--- src/rtl/uart_tx.sv ---
// uart_tx: start/data/stop serial transmitter with a one-word holding register for gapless frames.
// Define UART_TX_PARITY_EN to insert a parity bit after the data (sense chosen by PARITY_ODD).
module uart_tx #(
  parameter int DATA_BITS  = 8,
  parameter int STOP_BITS  = 1,
  parameter bit PARITY_ODD = 1'b0
) (
  input  logic                 clk,
  input  logic                 rst_n,
  input  logic                 baud_tick,
  input  logic [DATA_BITS-1:0] tx_data,
  input  logic                 tx_start,
  output logic                 tx_ready,
  output logic                 tx,
  output logic                 tx_busy,
  output logic                 tx_done
);

  typedef enum logic [2:0] {
    IDLE,
    START,
    DATA,
`ifdef UART_TX_PARITY_EN
    PARITY,
`endif
    STOP
  } state_e;

  localparam logic [3:0] LAST_BIT  = 4'(DATA_BITS);
  localparam logic [1:0] LAST_STOP = 2'(STOP_BITS - 1);

  state_e               state_q;
  logic [DATA_BITS-1:0] hold_q;
  logic [DATA_BITS-1:0] shift_q;
  logic                 hold_full_q;
  logic [3:0]           bit_cnt_q;
  logic [1:0]           stop_cnt_q;
  logic                 tx_q;
  logic                 done_q;
  logic                 load_frame;
`ifdef UART_TX_PARITY_EN
  logic                 parity_q;
`endif

  // A queued word starts a frame from IDLE or straight off the final stop tick, so frames abut.
  assign load_frame = baud_tick && hold_full_q &&
                      ((state_q == IDLE) || ((state_q == STOP) && (stop_cnt_q == LAST_STOP)));

  always_ff @(posedge clk or negedge rst_n) begin
    if (!rst_n) begin
      state_q     <= IDLE;
      hold_q      <= '0;
      shift_q     <= '0;
      hold_full_q <= 1'b0;
      bit_cnt_q   <= '0;
      stop_cnt_q  <= '0;
      tx_q        <= 1'b1;
      done_q      <= 1'b0;
`ifdef UART_TX_PARITY_EN
      parity_q    <= 1'b0;
`endif
    end else begin
      done_q <= 1'b0;

      if (tx_start && !hold_full_q) begin
        hold_q      <= tx_data;
        hold_full_q <= 1'b1;
      end

      if (baud_tick) begin
        unique case (state_q)
          IDLE: begin
            tx_q <= 1'b1;
          end
          START: begin
            tx_q      <= shift_q[0];
            shift_q   <= shift_q >> 1;
            bit_cnt_q <= 4'd1;
            state_q   <= DATA;
          end
          DATA: begin
            if (bit_cnt_q < LAST_BIT) begin
              tx_q      <= shift_q[0];
              shift_q   <= shift_q >> 1;
              bit_cnt_q <= bit_cnt_q + 4'd1;
            end else begin
`ifdef UART_TX_PARITY_EN
              tx_q    <= parity_q;
              state_q <= PARITY;
`else
              tx_q       <= 1'b1;
              stop_cnt_q <= '0;
              state_q    <= STOP;
`endif
            end
          end
`ifdef UART_TX_PARITY_EN
          PARITY: begin
            tx_q       <= 1'b1;
            stop_cnt_q <= '0;
            state_q    <= STOP;
          end
`endif
          STOP: begin
            tx_q <= 1'b1;
            if (stop_cnt_q == LAST_STOP) begin
              done_q  <= 1'b1;
              state_q <= IDLE;
            end else begin
              stop_cnt_q <= stop_cnt_q + 2'd1;
            end
          end
          default: begin
            tx_q    <= 1'b1;
            state_q <= IDLE;
          end
        endcase

        // Later assignments override the case above when a new frame begins on this tick.
        if (load_frame) begin
          shift_q     <= hold_q;
          hold_full_q <= 1'b0;
          tx_q        <= 1'b0;
          state_q     <= START;
`ifdef UART_TX_PARITY_EN
          parity_q    <= (^hold_q) ^ PARITY_ODD;
`endif
        end
      end
    end
  end

  assign tx       = tx_q;
  assign tx_ready = !hold_full_q;
  assign tx_busy  = (state_q != IDLE) || hold_full_q;
  assign tx_done  = done_q;

endmodule

--- config.mk ---
export PLATFORM = sky130hd
export DESIGN_NAME = uart_tx
export DESIGN_NICKNAME = d
export VERILOG_FILES = /design/src/rtl/uart_tx.sv
export SDC_FILE = /design/constraint.sdc
export NUM_CORES = 1
export LEC_CHECK = 0
export BUFFER_PORTS_ARGS = -buffer_cell sky130_fd_sc_hd__buf_2
export CORE_ASPECT_RATIO = 0.5
export CORE_UTILIZATION = 30
export DETAILED_ROUTE_END_ITERATION = 6
export PLACE_DENSITY = 0.44
export SLEW_MARGIN = 5
export SYNTH_ARGS = -nofsm -noshare
export SYNTH_HDL_FRONTEND = slang
export SYNTH_SLANG_ARGS = --single-unit
--- constraint.sdc ---
create_clock -name clk -period 4.45 [get_ports clk]
set_input_delay 1.335 -clock clk [delete_from_list [all_inputs] [get_ports clk]]
set_output_delay 1.335 -clock clk [all_outputs]
set_load 0.1 [all_outputs]
== Word level (Yosys, flattened, before mapping) ==
Index checks and enable logic that the tools add are counted.
Word-level totals
  bits in registers: 28
Operators by class
  add/sub/neg operators: 2
  order comparisons: 1
  equal/unequal tests: 10
  multiplexer cells: 21
  reduce and logical (&&, ||, !) cells: 17
Operators with widths (count)
  $mux 8: 2
  $pmux 8 s2: 1
  $pmux 3 s4: 1
  $mux 3: 3
  $mux 1: 8
  $ne 2x2->1 const B: 4
  $pmux 4 s2: 1
  $reduce_and 4->1: 2
  $eq 3x2->1 const B: 2
  $ne 3x3->1 const B: 2
  $reduce_and 3->1: 2
  $reduce_bool 3->1: 2
  $add 4x1->4 const B: 1
  $logic_and 1x1->1: 4
  $lt 4x4->1 const B: 1
  $mux 2: 2
  $mux 4: 1
  $pmux 2 s2: 1
  $reduce_bool 2->1: 2
  $eq 3x1->1 const B: 1
  $logic_not 3->1: 1
  $ne 3x2->1 const B: 1
  $add 2x1->2 const B: 1
  $logic_not 2->1: 1
  3 further kinds: 4

== Depth between registers and ports, before layout ==
Gate-level depths: netlist (run 1).
  depth in word-level cells: 6
  gate-level depth with buffers: 8

== Worst setup path before layout (run 1) ==
OpenSTA, ideal clock, no wires.
  path kind: flip-flop to output port
  start: register state_q[0]
  end: output port tx_busy
  data arrival time: 1.360 ns
  path slack: 1.755 ns
  cell stages (with the launch flop): 4
  buffers on the path: 0
  path through: dfrtp_1 inv_1 ha_1 nand2b_1
On the way
  word-level cells in the longest chain between the ends: 2
RTL lines
  start: declaration: line 32  | state_e state_q;
  start signal: assignment: line 51  | state_q <= IDLE;
  start signal: assignment: line 79  | state_q <= DATA;
  start signal: assignment: line 93  | state_q <= STOP;
  $reduce_bool 3->1: line 135  | assign tx_busy = (state_q != IDLE) || hold_full_q;
  $logic_or 1x1->1: line 135
  end: declaration: line 15  | output logic tx_busy,
Every way passes these cells.

== Final worst setup path (run 1) ==
Ends and elaborated chain as after synthesis.

==> results.tsv, run 1 <==
metric	value	unit
Die W	96.17	um
Final Max Slew Viols	0	
Power Density	716.1	nW/um^2
count of cell types in the netlist	30	
Setup crit end kind	output pin	
Max-slew headroom	52.06	%
fin nets	155	
HPWL after detailed placement	1509	um
die area	4720	um^2
Final Cycle Share	64.50	%
core box area	4064	um^2
antenna cells	0	
total CTS buffers	3	
Mapped Nets	140	
worst vdd ir	0.2355	mV
Die H	49.08	um
final hold viol count	0	
clk_skew	0.003767	ns
Period minus WS final	2.870	ns
clk root buf	clkbuf_8	
io pins	16	
register area share after synthesis	50.89	%
postcts setup bufs	0	
RSZ-0062 raised after global routing	no	
htree depth	1	
crit-path cells	inv_1 > ha_1 > nand2b_1 > buf_2	
clk sink count	27	
DRT Pass-1 Iters	4	
layout cells sized above 1	22.06	%
CTS tree	yes	
Synth Register Bits	27	
worst slew pin tran	0.7176	ns
Avg Cell Area, Syn	10.90	um^2
DRC	0	
Synthesis Warnings	0	
RD Place Congestion	0.6562	
CP Max Fanout	4	
worst path arrival time	1.54	ns
Total Wirelength	2228	um
Worst Setup Start Kind	flop	
Hold Buf Count CTS	0	
Area Overhead vs Synth	11.57	%
Antenna Nets Post-Route	0	
synthesized instance count	122	
Slowest-stage cell, CP	buf_2	
final setup TNS	0	ns
Post-CTS Resized	0	
Worst-Skew Late Latency	0.28	ns
vias in the first global route	836	
most frequent cells in the layout	dfrtp_1 (26), buf_2 (15), mux2i_1 (10)	
Worst Path Required	3.12	ns
Synth Cell Area	1330	um^2
row count	16	
DR iter-0 viols	25	
Max Clock Freq	348.4	MHz
first-pass GRT wire length	3884	um
Initial Util	32.73	%
clk buf depth	2	
via count	867	
Critical Path Max Stage Delay	0.43	ns
maxcap violations	0	
CP Class	reg2out	
GR Overflow Total	0	
Hold Crit Class	reg2reg	
largest net degree at the start of global routing	28	
commonest non-fill, non-tap cell in the layout	dfrtp_1	
port bufs	15	
Via density	4.563	
initial antenna violation count	0	
Lkg Pwr	0.0006988	uW
status	completed	
routed len/inst	11.73	um
clock-pin transition on the worst setup and hold timing paths	0.10	ns
total power draw	1063	uW
All-Layer GR Usage	10.91	%
# setup viols final	0	
==> routing by layer <==
metal	up-vias	part of all wire [%]	global-route usage, %
met1	401	53	14.55
met4	0	0	2.985
li1	453	-	-
met5	-	0	0
met3	0	3.9	3.894
met2	13	43	16.67
==> worst max-delay path: cells and delay by family, from the launching register on <==
kind                     cells  cell delay, ns
flip-flops                   1            0.41
adder cells (fa/ha/maj)      1            0.22
AND/OR/NAND/NOR              1            0.11
buffers and inverters        2            0.51
==> metrics by stage <==
stage               cells  hold WS (ns)  setup WS, ns  util (%)  area, um^2
finish                190        0.5153         1.580     36.51        1484
global route          190        0.5317         1.486     36.51        1484
CTS                   190        0.5246         1.563     36.51        1484
detailed placement    186        0.4995         1.843     35.31        1435
global placement      186        0.4943         1.837     35.31        1435
floorplan             122        0.4681         1.755         -        1330
==> registers in the layout (all words and copies together), names as in the netlist <==
signal / count
bit_cnt_q: 4
hold_q: 8
tx_done: 1
state_q: 2
stop_cnt_q: 2
hold_full_q: 1
shift_q: 8
tx: 1
==> cell usage after synthesis <==
master	n	area share [%]
dfrtp_1	26	49
mux2i_1	10	7.5
inv_1	9	2.5
nand2_1	9	2.5
nor2_1	9	2.5
o21ai_0	9	3.4
a21oi_1	8	3.0
mux2_2	7	5.9
ha_1	6	5.6
buf_2	3	1.1
nand2b_1	3	1.4
nand3_1	3	1.1
a41oi_1	2	1.3
buf_6	2	1.7
a21bo_1	1	0.75
a21o_1	1	0.56
a22o_1	1	0.66
a22oi_1	1	0.56
a31oi_1	1	0.47
and3_1	1	0.47
dfstp_2	1	2.0
nand2b_2	1	0.66
nand3_2	1	0.75
nor2b_1	1	0.47
o2111ai_2	1	1.1
o211ai_1	1	0.56
o21a_1	1	0.56
o311ai_1	1	0.66
o31ai_1	1	0.56
or2_0	1	0.47
==> report_power, final <==
group	switching, uW	internal, uW
logic	298	184
clock network	83.3	63.7
registers	70.8	362
total	452	610
==> cell families (layout without fill, tap and decap cells) <==
kind of cell | Yosys count | after routing | synth area share (%)
AO/OA/AOI/OAI | 29 | 29 | 14.21
AND/OR/NAND/NOR | 29 | 29 | 10.44
flip-flops | 27 | 27 | 50.89
multiplexers | 17 | 17 | 13.45
buffers and inverters | 14 | 28 | 5.362
adder cells (fa/ha/maj) | 6 | 6 | 5.644
==> cell type report <==
class                           count  area [um^2]
Timing Repair Buffer               15        75.07
Multi-Input combinational cell     81        581.8
Clock buffer                        3        41.29
Sequential cell                    27        676.9
Clock inverter                      1        7.507
Fill cell                         432         2580
Inverter                            9        33.78
Tap cell                           54        67.56
==> path summary, 6_finish.rpt <==
kind                            start          to  slack, ns  cells after the start
min in group asynchronous       rst_n  state_q[1]       1.05                      1
setup reg to reg           state_q[0]  shift_q[6]       2.58                      6
setup / recovery           state_q[0]     tx_busy       1.58                      4
hold / removal              hold_q[3]   hold_q[3]       0.52                      1
hold reg to reg             hold_q[3]   hold_q[3]       0.52                      1
max in group asynchronous       rst_n   hold_q[0]       3.01                      1
Note: power is estimated with default switching activity, not from simulation.
==> inputs of run 2 (changes only) <==
Settings changed: ABC_AREA from default to 1.
Clock period 4.45 ns to 2.8 ns, I/O delays scaled along.
==> run 2 against run 1 <==
Sequential cell count is the same; non-clock buffer count is the same; final cell count grew 18%; setup slack lost 1.1 ns; clock skew grew 0.0024 ns; global-route usage grew 1.7 points; first-iteration DRC count grew 16%; utilization grew 0.50 points; sequential power grew 47%; register-to-register slack lost 1.6 ns.
==> results.tsv, run 2 <==
metric	value	unit
status	completed	
core box area	4144	um^2
most frequent cells in the layout	nand2_1 (50), dfrtp_1 (26), nand3_1 (21)	
# setup viols final	0	
Slowest-stage cell, CP	dfrtp_1	
DRT Pass-1 Iters	4	
clock share of power	13.4	%
first-pass GRT wire length	4740	um
io pins	16	
Top Registers	hold_q x8, shift_q x8, bit_cnt_q x4	
Sw Ratio	46.29	%
worst slew pin tran	0.6039	ns
htree depth	1	
antenna cells	0	
total CTS buffers	3	
largest net degree at the start of global routing	28	
DR iter-0 viols	29	
clk root buf	clkbuf_8	
Max-slew headroom	59.74	%
final hold viol count	0	
Power Density	1092	nW/um^2
final setup TNS	0	ns
All-Layer GR Usage	12.61	%
commonest non-fill, non-tap cell in the layout	nand2_1	
initial antenna violation count	0	
RD Place Congestion	0.7220	
via count	1000	
power share of the sequential group	37.9	%
Psw	775.7	uW
FF-to-FF setup slack	0.99	ns
worst path arrival time	1.48	ns
EDFF count, synth	0	
HPWL after detailed placement	1879	um
Worst Setup Start Kind	flop	
Final Max Slew Viols	0	
area of the multi-input gates	606.8	um^2
Critical Path Max Stage Delay	0.41	ns
Avg Cell Area, Syn	8.855	um^2
CP Max Fanout	4	
CP Capture Point	tx_busy	
row count	16	
Synth Register Bits	27	
clk sink count	27	
Levels on crit path	4	
DRC	0	
fin nets	190	
synthesized instance count	155	
synth cell count leaders	nand2_1 (50), dfrtp_1 (26), nand3_1 (21), inv_1 (13), mux2_2 (8)	
Die W	97.66	um
Max Clock Freq	431.2	MHz
Worst Path Required	1.96	ns
count of cell types in the netlist	19	
Period minus WS final	2.319	ns
reg2reg start	state_q[0]	
Synth top area share	47.40	%
RSZ-0062 raised after global routing	no	
crit-path cells	inv_1 > ha_1 > nand2_1 > buf_2	
top cells by area, synth	dfrtp_1 (47%), nand2_1 (14%), nand3_1 (7.7%)	
Die H	49.83	um
R2R cell count	9	
final instance area	1534	um^2
FF+latch area	676.9	um^2
Synthesis Warnings	0	
Via density	4.444	
routed len/inst	11.84	um
clk buf depth	2	
Lkg Pwr	0.0008169	uW
register area share after synthesis	49.32	%
clk_skew	0.006176	ns
port bufs	15	
postcts setup bufs	0	
Initial Util	33.12	%
die area	4866	um^2
GR Overflow Total	0	
Logic pwr share	48.8	%
Area after DPL	1489	um^2
layout cells sized above 1	22.22	%
Area Overhead vs Synth	11.76	%
worst path bufs/invs	2	
CP Class	reg2out	
CTS tree	yes	
FF-to-FF End	shift_q[3]	
Post-CTS Resized	0	
maxcap violations	0	
Hold Crit Class	reg2reg	
Final Cycle Share	82.82	%
Setup crit end kind	output pin	
Synth Cell Area	1373	um^2
Antenna Nets Post-Route	0	
fill count	426	
vias in the first global route	957	
worst vdd ir	0.3078	mV
worst setup path startpoint	state_q[0]	
Mapped Nets	173	
Total Wirelength	2663	um
area leader, netlist	dfrtp_1	
CP top delay family	buffers and inverters	
async set-reset flop share out of synthesis	100.0	%
Hold Buf Count CTS	0	
Top FF cell, synth	dfrtp_1	
Cell Int Power	900.1	uW
Worst-Skew Late Latency	0.27	ns
clock-pin transition on the worst setup and hold timing paths	0.10	ns
count leader, synth	nand2_1	
-- run 2: cell types whose count changed after synthesis, sizes merged, moves of 2 or more --
cell    delta
a21oi      -5
a41oi      -2
buf        -2
inv        +7
mux2i     -10
nand2     +49
nand2b     -4
nand3     +17
nand4      +2
nor2       -6
o21ai      -3
-- run 2: final cells by class --
class                           count  area share [%]
Sequential cell                    27           44.13
Multi-Input combinational cell    109           39.56
Timing Repair Buffer               15           4.894
Tap cell                           54           4.405
Inverter                           16           4.078
Clock buffer                        4           2.936
-- run 2: metrics by stage --
step | instances | total power (uW) | utilization [%] | hold WS (ns) | setup WS, ns
final | 225 | 1676 | 37.02 | 0.4932 | 0.4811
after CTS | 225 | 1703 | 37.02 | 0.5038 | 0.4695
after global placement | 221 | 1457 | 35.93 | 0.4596 | 0.8232
after global routing | 225 | 1831 | 37.02 | 0.5142 | 0.3908
after detailed placement | 221 | 1470 | 35.93 | 0.4792 | 0.7958
after floorplan | 155 | 1319 | - | 0.4436 | 0.1052
-- run 2: metal layers --
layer  vias up  track usage, %  part of all wire [%]
met5         -               0                     0
met4         0           3.030                  0.26
met3         2           2.979                   2.7
met2        14           18.91                    43
met1       458           18.29                    54
li1        526               -                     -
-- run 2: tightest hold or removal path, cell delays in order, from the launching register on --
cell     delay (ns)
dfrtp_1        0.35
nand2_1        0.05
nand2_1        0.06
-- run 2: power by group through the flow --
stage	Clock [uW]	Combinational, uW	Sequential [uW]
6_report	224	817	635
3_5_place_dp	0	829	641
4_1_cts	239	830	634
3_3_place_gp	0	821	636
5_1_grt	258	920	652
2_1_floorplan	0	631	688
-- run 2: worst min path at each step --
stage	startpoint	cells past startpoint	to	slack (ns)
2_1_floorplan	hold_q[7]	2	shift_q[7]	0.44
3_3_place_gp	hold_q[7]	2	shift_q[7]	0.46
3_5_place_dp	stop_cnt_q[1]	2	stop_cnt_q[1]	0.48
4_1_cts	stop_cnt_q[1]	2	stop_cnt_q[1]	0.50
5_1_grt	stop_cnt_q[0]	2	stop_cnt_q[0]	0.51
6_report	hold_q[7]	2	shift_q[7]	0.49
-- run 2: kinds of logic after synthesis --
family / share of synthesized area (%)
xor gates and xnor gates: 0.6382
AOI/OAI and AO/OA: 3.738
DFF: 49.32
muxes: 6.564
and+or+nand+nor: 27.80
adders and majority gates: 5.469
buffers and inverters: 6.473
==> inputs of run 3 (changes only) <==
Settings changed: PLACE_DENSITY 0.44 to 0.45.
Clock period 2.8 ns to 2.1 ns, I/O delays scaled along.
==> run 3 against run 2 <==
Combinational power rose by 38%; clock power rose by 35%; critical path depth did not move; sequential share of layout area fell by 0.85 points; clock-buffer cell count fell by 1; critical path type unchanged; first-iteration DRC count rose by 3.4%; non-clock buffer count rose by 1; register-to-register slack got worse by 0.53 ns; utilization rose by 0.72 points; global-route usage fell by 0.77 points; sequential power rose by 35%.
==> results.tsv, run 3 (synthesis gave the netlist of run 2 again) <==
metric	value	unit
status	completed	
Cell Int Power	1239	uW
Area Overhead vs Synth	13.95	%
core box area	4144	um^2
clock-pin transition on the worst setup and hold timing paths	0.10	ns
HPWL after detailed placement	1897	um
Post-CTS Resized	0	
vias in the first global route	960	
Critical Path Max Stage Delay	0.41	ns
FF-to-FF setup slack	0.46	ns
fin nets	191	
Power Density	1464	nW/um^2
Max Clock Freq	521.0	MHz
port bufs	15	
most frequent cells in the layout	nand2_1 (49), dfrtp_1 (26), nand3_1 (21)	
worst vdd ir	0.4609	mV
Via density	4.504	
All-Layer GR Usage	11.84	%
Final Cycle Share	91.40	%
final setup TNS	0	ns
Levels on crit path	4	
Slowest-stage cell, CP	dfrtp_1	
Worst-Skew Late Latency	0.27	ns
total power draw	2290	uW
worst slew pin tran	0.6319	ns
worst setup path startpoint	state_q[0]	
final hold viol count	0	
largest net degree at the start of global routing	28	
CP top delay family	flip-flops	
Hold Buf Count CTS	0	
Worst Setup Start Kind	flop	
CTS tree	yes	
RSZ-0062 raised after global routing	no	
R2R cell count	8	
Sw Ratio	45.91	%
# setup viols final	0	
DRC	0	
FF-to-FF End	shift_q[6]	
RD Place Congestion	0.7303	
clk buf depth	2	
maxcap violations	0	
die area	4866	um^2
Max-slew headroom	57.88	%
CP Max Fanout	4	
CP Class	reg2out	
clk_skew	0.003796	ns
Final Max Slew Viols	0	
Period minus WS final	1.919	ns
Total Wirelength	2625	um
layout cells sized above 1	24.42	%
io pins	16	
clk root buf	clkbuf_8	
row count	16	
total CTS buffers	3	
via count	1018	
Psw	1051	uW
crit-path cells	inv_1 > ha_1 > nand2_2 > buf_12	
Hold Crit Class	in2async	
DR iter-0 viols	30	
antenna cells	0	
Logic pwr share	49.3	%
initial antenna violation count	0	
GR Overflow Total	0	
worst path arrival time	1.29	ns
Antenna Nets Post-Route	0	
Lkg Pwr	0.0008249	uW
htree depth	1	
clk sink count	27	
worst path bufs/invs	2	
power share of the sequential group	37.5	%
Initial Util	33.12	%
first-pass GRT wire length	4457	um
DRT Pass-1 Iters	4	
Worst Path Required	1.47	ns
Top Registers	hold_q x8, shift_q x8, bit_cnt_q x4	
commonest non-fill, non-tap cell in the layout	nand2_1	
Die W	97.66	um
clock share of power	13.2	%
Setup crit end kind	output pin	
routed len/inst	11.62	um
Die H	49.83	um
reg2reg start	state_q[0]	
postcts setup bufs	0	
## run 3: cell types whose count changed in the layout (fill, tap and decap cells not counted)
cell	previous run	this run
buf_12	0	1
buf_2	15	14
nand2_2	5	6
clkinvlp_4	0	1
buf_4	0	1
inv_1	13	12
clkbuf_1	1	0
clkinv_2	0	1
nand2_1	50	49
## run 3: how the worst max path moves through the flow
stage	end	slack, ns
floorplan	tx_busy	0.003
global placement	shift_q[6]	0.46
detailed placement	shift_q[5]	0.44
CTS	tx_busy	0.17
global route	tx_busy	0.11
finish	tx_busy	0.18
## run 3: routing by layer
metal	track usage, %	share of wire, %
met2	18.32	43
met5	0	0
met3	3.404	2.3
met1	16.28	55
met4	3.030	0
## run 3: area by class of cell
| type | instances | area, um^2 |
|---|---|---|
| inverter | 16 | 66.31 |
| multi-input combinational | 109 | 609.3 |
| timing repair buffer | 16 | 97.59 |
| clock buffer | 3 | 41.29 |
| clock inverter | 1 | 5.005 |
| sequential | 27 | 676.9 |
| tap | 54 | 67.56 |
| fill | 440 | 2580 |
## run 3: per-stage QoR
step	util, %	hold WS, ns	area [um^2]	instances	setup WS [ns]
finish	37.74	0.3586	1564	226	0.1807
global route	37.74	0.4026	1564	226	0.1132
CTS	37.74	0.3934	1564	226	0.1693
detailed placement	36.62	0.4738	1518	222	0.4361
global placement	36.62	0.4692	1518	222	0.4622
floorplan	-	0.3344	1379	155	0.002871
## run 3: power by group through the flow
| stage | clock (uW) | sequential, uW | combinational (uW) |
|---|---|---|---|
| after floorplan | 0 | 923 | 850 |
| after global placement | 0 | 875 | 1130 |
| after detailed placement | 0 | 872 | 1140 |
| after CTS | 315 | 861 | 1150 |
| after global routing | 342 | 887 | 1250 |
| final | 302 | 859 | 1130 |
